<file path="src/rtl/axi_rd_arbiter.sv">
// Two-port AXI read arbiter: instruction fetch (port 0) and data load (port 1)
// share one AXI read master. Define ROUND_ROBIN_EN for round-robin tie-breaking.
//
// state | meaning
// IDLE  | no transaction; arbitrate and accept one AR request
// ADDR  | registered AR presented on master port until m_arready
// DATA  | R beats routed to the granted port until the m_rlast beat
module axi_rd_arbiter #(
  parameter int ADDR_W = 32,
  parameter int DATA_W = 32
) (
  input  logic              clk,
  input  logic              rst_n,

  input  logic              s0_arvalid,
  input  logic [ADDR_W-1:0] s0_araddr,
  input  logic [7:0]        s0_arlen,
  output logic              s0_arready,
  output logic              s0_rvalid,
  output logic [DATA_W-1:0] s0_rdata,
  output logic              s0_rlast,
  input  logic              s0_rready,

  input  logic              s1_arvalid,
  input  logic [ADDR_W-1:0] s1_araddr,
  input  logic [7:0]        s1_arlen,
  output logic              s1_arready,
  output logic              s1_rvalid,
  output logic [DATA_W-1:0] s1_rdata,
  output logic              s1_rlast,
  input  logic              s1_rready,

  output logic              m_arvalid,
  output logic [ADDR_W-1:0] m_araddr,
  output logic [7:0]        m_arlen,
  output logic [1:0]        m_arburst,
  output logic [2:0]        m_arsize,
  output logic [3:0]        m_arcache,
  input  logic              m_arready,
  input  logic              m_rvalid,
  input  logic [DATA_W-1:0] m_rdata,
  input  logic              m_rlast,
  output logic              m_rready,

  output logic              busy,
  output logic              grant,
  output logic              err_rlast
);

  typedef enum logic [1:0] {
    IDLE = 2'd0,
    ADDR = 2'd1,
    DATA = 2'd2
  } state_t;

  state_t            state_q;
  logic              grant_q;
  logic              last_grant_q;
  logic [ADDR_W-1:0] addr_q;
  logic [7:0]        len_q;
  logic [7:0]        beat_cnt_q;
  logic              err_q;

  logic              in_idle;
  logic              in_addr;
  logic              in_data;
  logic              req_any;
  logic              win;
  logic              beat;

  assign in_idle = (state_q == IDLE);
  assign in_addr = (state_q == ADDR);
  assign in_data = (state_q == DATA);
  assign req_any = s0_arvalid | s1_arvalid;

  // Winner index: a lone requester always wins; only a tie needs a policy.
`ifdef ROUND_ROBIN_EN
  always_comb begin
    win = s1_arvalid;
    if (s0_arvalid && s1_arvalid) win = ~last_grant_q;
  end
`else
  logic unused_last_grant;
  assign unused_last_grant = last_grant_q;

  always_comb begin
    win = s1_arvalid;
  end
`endif

  assign s0_arready = in_idle & s0_arvalid & ~win;
  assign s1_arready = in_idle & s1_arvalid &  win;

  assign m_arvalid = in_addr;
  assign m_araddr  = in_addr ? addr_q : '0;
  assign m_arlen   = in_addr ? len_q  : '0;
  assign m_arburst = 2'b01;
  assign m_arsize  = (DATA_W == 64) ? 3'd3 : 3'd2;
  assign m_arcache = 4'b0011;

  // R channel is steered only while a burst is outstanding; the idle port sees zeros.
  assign m_rready  = in_data & (grant_q ? s1_rready : s0_rready);
  assign beat      = m_rvalid & m_rready;

  assign s0_rvalid = in_data & ~grant_q & m_rvalid;
  assign s0_rlast  = in_data & ~grant_q & m_rlast;
  assign s0_rdata  = (in_data & ~grant_q) ? m_rdata : '0;
  assign s1_rvalid = in_data &  grant_q & m_rvalid;
  assign s1_rlast  = in_data &  grant_q & m_rlast;
  assign s1_rdata  = (in_data &  grant_q) ? m_rdata : '0;

  assign busy      = ~in_idle;
  assign grant     = grant_q;
  assign err_rlast = err_q;

  always_ff @(posedge clk or negedge rst_n) begin
    if (!rst_n) begin
      state_q      <= IDLE;
      grant_q      <= 1'b0;
      last_grant_q <= 1'b1;
      addr_q       <= '0;
      len_q        <= '0;
      beat_cnt_q   <= '0;
      err_q        <= 1'b0;
    end else begin
      case (state_q)
        IDLE: begin
          if (req_any) begin
            addr_q       <= win ? s1_araddr : s0_araddr;
            len_q        <= win ? s1_arlen  : s0_arlen;
            grant_q      <= win;
            last_grant_q <= win;
            state_q      <= ADDR;
          end
        end
        ADDR: begin
          if (m_arready) begin
            beat_cnt_q <= '0;
            state_q    <= DATA;
          end
        end
        DATA: begin
          if (beat) begin
            beat_cnt_q <= beat_cnt_q + 8'd1;
            // rlast must coincide exactly with the beat numbered arlen
            if (m_rlast != (beat_cnt_q == len_q)) err_q <= 1'b1;
            if (m_rlast) state_q <= IDLE;
          end
        end
        default: state_q <= IDLE;
      endcase
    end
  end

endmodule

</file>
<file path="config.mk">
export PLATFORM = sky130hd
export DESIGN_NAME = axi_rd_arbiter
export DESIGN_NICKNAME = d
export VERILOG_FILES = /design/src/rtl/axi_rd_arbiter.sv
export SDC_FILE = /design/constraint.sdc
export NUM_CORES = 1
export LEC_CHECK = 0
export BUFFER_PORTS_ARGS = -buffer_cell sky130_fd_sc_hd__buf_2
export CAP_MARGIN = 20
export CORE_MARGIN = 5
export CORE_UTILIZATION = 46
export CTS_BUF_LIST = sky130_fd_sc_hd__clkbuf_4
export DETAILED_ROUTE_END_ITERATION = 8
export PLACE_DENSITY_LB_ADDON = 0.2
export RECOVER_POWER = 50
export SYNTH_ARGS = -nofsm -noshare
export SYNTH_HDL_FRONTEND = slang
export SYNTH_SLANG_ARGS = --single-unit
</file>
<file path="constraint.sdc">
create_clock -name clk -period 4.5 [get_ports clk]
set_input_delay 0.675 -clock clk [delete_from_list [all_inputs] [get_ports clk]]
set_output_delay 0.675 -clock clk [all_outputs]
set_load 0.05 [all_outputs]
</file>
==> metrics.md <==
| Metric | Value |
|---|---|
| CP required | ~3.8 ns |
| Status | finished, violations left |
| GRT Util Overall | 0.222 |
| Vias in the first global route | 3,272 |
| LEAKAGE | ~2.6 nW |
| Avg Cell Area, Syn | between 8 and 9 um2 |
| Cell row count | 31 |
| Yosys cell types | 37 |
| Post-cts sizing count | 0 |
| Post-route ant nets | 0 |
| WHS Endpoint | err_rlast$_DFFE_PN0P_ |
| Worst Tran Pin Value | about 2.8 ns |
| DP HPWL | around 8600 um |
| Area of the multi-input gates | roughly 1900 um2 |
| Vias per Instance | a little under 5 |
| Via Count | approximately 3,400 |
| CORE AREA | between 7000 and 8000 um2 |
| Largest net degree at the start of global routing | between 50 and 60 |
| Worst reg2reg startpoint | state_q[1]$_DFFE_PN0P_ |
| Crit path launch type | flip-flop |
| Reg-to-reg endpoint | addr_q[7]$_DFFE_PN0P_ |
| Total power | 3.24 mW |
| Clk root buf | clkbuf_4 |
| Port bufs | 235 |
| IR drop worst, VDD | a little over 400 uV |
| Die height | approximately 96 um |
| CTS Buf Count | 5 |
| Max frequency | 301 MHz |
| Deepest clock path buffer count | 2 |
| Routed len/inst | approximately 15 um |
| GR Overflow Total | 0 |
| # fillers | between 600 and 700 |
| Tmin final | ~3.3 ns |
| Final #Nets | 733 |
| RSZ-0062 raised after global routing | false |
| R2R Setup Slk | about 1.9 ns |
| FF-to-FF path depth | 5 |
| Worst hold path depth | 1 |
| Drt initial violations | between 70 and 80 |
| # Post-CTS Setup Buffers | 0 |
| Setup-failing EPs final | 0 |
| Critical path endpoint category | output port |
| I/O pins | approximately 250 |
| CTS tree | built |
| CTS Sinks | 52 |
| Post-synth top area share | 0.385 |
| Post-Route WL | 10,600 um |
| Clock skew | 0.0202 ns |
| Initial antenna violation count | 1 |
| Share of layout cells above drive strength 1 | 0.394 |
| Crit Path Class | flip-flop to output port |
| GPL Wtd Cong | ~0.83 |
| Worst-path clk slew | roughly 0.15 ns |
| Drt pass-1 iters | 5 |
| CP Data Arrival Time | 2.65 ns |
| Synth-to-layout area growth | 36.5% |
| Tcrit/Tclk final | 0.738 |
| Chip Width | roughly 96 um |
| Register bit total from synthesis | 52 |
| Worst hold path startpoint | err_rlast$_DFFE_PN0P_ |
| Setup_tns | 0 ns |
| Failing checks | max-capacitance violations, max-slew violations |
| Syn Inst Count | 391 |
| Hold-fix buffers, CTS | 0 |
| Clk_lat worst skew | roughly 0.37 ns |
| Slew headroom | -0.879 |
| P per Cell Area | 703 nW/um2 |
| Post-synth top area cell | dfrtp_1 |
| DIE AREA | 9160 um2 |
| H-tree levels | 2 |
| Remaining DRCs | 0 |
| Max-slew violations | 53 |
| First-pass GRT wire length | around 16,000 um |
| FF+latch area | between 1000 and 1500 um2 |
| Crit path max fanout | 23 |
| Netlist Area Pre-Place | 3380 um2 |
| Initial Util | 0.468 |
| Number of max-cap violations | 1 |
| Final Hold Viols | 0 |
| Register area share after synthesis | 0.385 |
| Synth warnings | 0 |
| Synth top area cells | dfrtp_1, and2_1, mux2i_1 |
| Hold Path Class | flip-flop to flip-flop |
## worst max-delay path, stage by stage (launching register included)
cell     delay (ns)
dfrtp_1        0.47
nor2b_1        0.98
buf_4          0.38
and2_1         0.18
buf_2          0.27
## metal layers
layer	GRT usage	vias to the layer above	share of wire
met5	0	-	0
met4	0.0770	0	0.030
met3	0.0516	15	0.094
met2	0.408	163	0.51
met1	0.250	1548	0.36
li1	-	1715	-
## stage by stage
stage	utilization	std cells	instance area, um2	hold WS (ns)	worst slack [ns]
3_3_place_gp	0.633	703	4570	0.466	1.80
4_1_cts	0.642	711	4630	0.405	1.52
3_5_place_dp	0.633	703	4570	0.468	1.71
5_1_grt	0.639	712	4610	0.512	0.939
2_1_floorplan	-	398	3400	0.379	1.89
6_report	0.639	712	4610	0.501	1.18
## cell families (layout without fill, tap and decap cells)
family          Yosys count  after routing  share of synthesized area
mux                      42             42                      0.125
buf+inv                  41            255                     0.0611
xor+xnor                  8              8                     0.0207
simple gates            184            184                      0.299
compound gates           61             61                      0.104
flops                    52             52                      0.385
fa+ha+maj                 1              1                    0.00370
other cells               2             10                    0.00222
## worst max path at each step
stage | start | end | slack (ns) | cells past startpoint
2_1_floorplan | grant$_DFFE_PN0P_ | s1_rlast | 1.89 | 2
3_3_place_gp | s1_arvalid | addr_q[0]$_DFFE_PN0P_ | 1.80 | 6
3_5_place_dp | s1_arvalid | addr_q[7]$_DFFE_PN0P_ | 1.71 | 6
4_1_cts | state_q[0]$_DFFE_PN0P_ | m_araddr[13] | 1.52 | 4
5_1_grt | state_q[0]$_DFFE_PN0P_ | m_araddr[13] | 0.94 | 4
6_report | state_q[0]$_DFFE_PN0P_ | m_araddr[13] | 1.18 | 4
## registers in the layout, summed over array words and instances, names as in the netlist
name and cells:
addr_q 32, beat_cnt_q 8, err_rlast 1, grant 1, len_q 8, state_q 2
## placed cells by master (no fill, tap or decap), types with 2 or more instances in the layout
cell and n:
mux2i_1 41, nand2b_1 3, a21o_1 3, clkbuf_1 8
nand3_1 4, inv_6 2, o21a_1 2, dfrtp_1 52
a22o_1 2, conb_1 9, and2_1 107, nand4_1 2
inv_1 6, nor3_1 3, nor2_1 49, a21oi_1 43
nand3b_1 2, o21ai_0 4, clkbuf_4 5, nand2_1 7
buf_4 5, or3_1 3, buf_2 228, xnor2_1 8
## Yosys cell counts (all sizes together)
| cell type | count |
|---|---|
| mux2i | 41 |
| nor2 | 49 |
| conb | 2 |
| nand3 | 4 |
| a31oi | 1 |
| dfrtp | 52 |
| a41oi | 1 |
| buf | 24 |
| a21oi | 43 |
| a21o | 3 |
| nand4 | 2 |
| and2 | 107 |
| clkbuf | 11 |
| nand2b | 3 |
| a22o | 2 |
| mux2 | 1 |
| a41o | 1 |
| xnor2 | 8 |
| nor3 | 3 |
| and3 | 1 |
| o21bai | 1 |
| nor4 | 1 |
| nor3b | 1 |
| o21a | 2 |
| or3 | 3 |
| a2bb2oi | 1 |
| ha | 1 |
| o21ai | 4 |
| nand3b | 2 |
| nor2b | 1 |
| nand2 | 7 |
| inv | 6 |
| o221ai | 1 |
| o211a | 1 |
## power breakdown
| group | total, mW | internal, mW | leakage, nW | switching [mW] |
|---|---|---|---|---|
| logic | 2.20 | 0.573 | 1.96 | 1.63 |
| clock network | 0.219 | 0.0637 | 0.0336 | 0.155 |
| registers | 0.823 | 0.672 | 0.595 | 0.150 |
| total | 3.24 | 1.31 | 2.59 | 1.93 |
## layout make-up
type	instances	area share
multi-input cells	305	0.411
inverters	6	0.00488
well taps	99	0.0269
diodes	1	0.000543
clock inverters	3	0.00461
flip-flops and latches	52	0.282
repair buffers	241	0.262
clock buffers	5	0.00814
(Power assumes the default switching activity.)
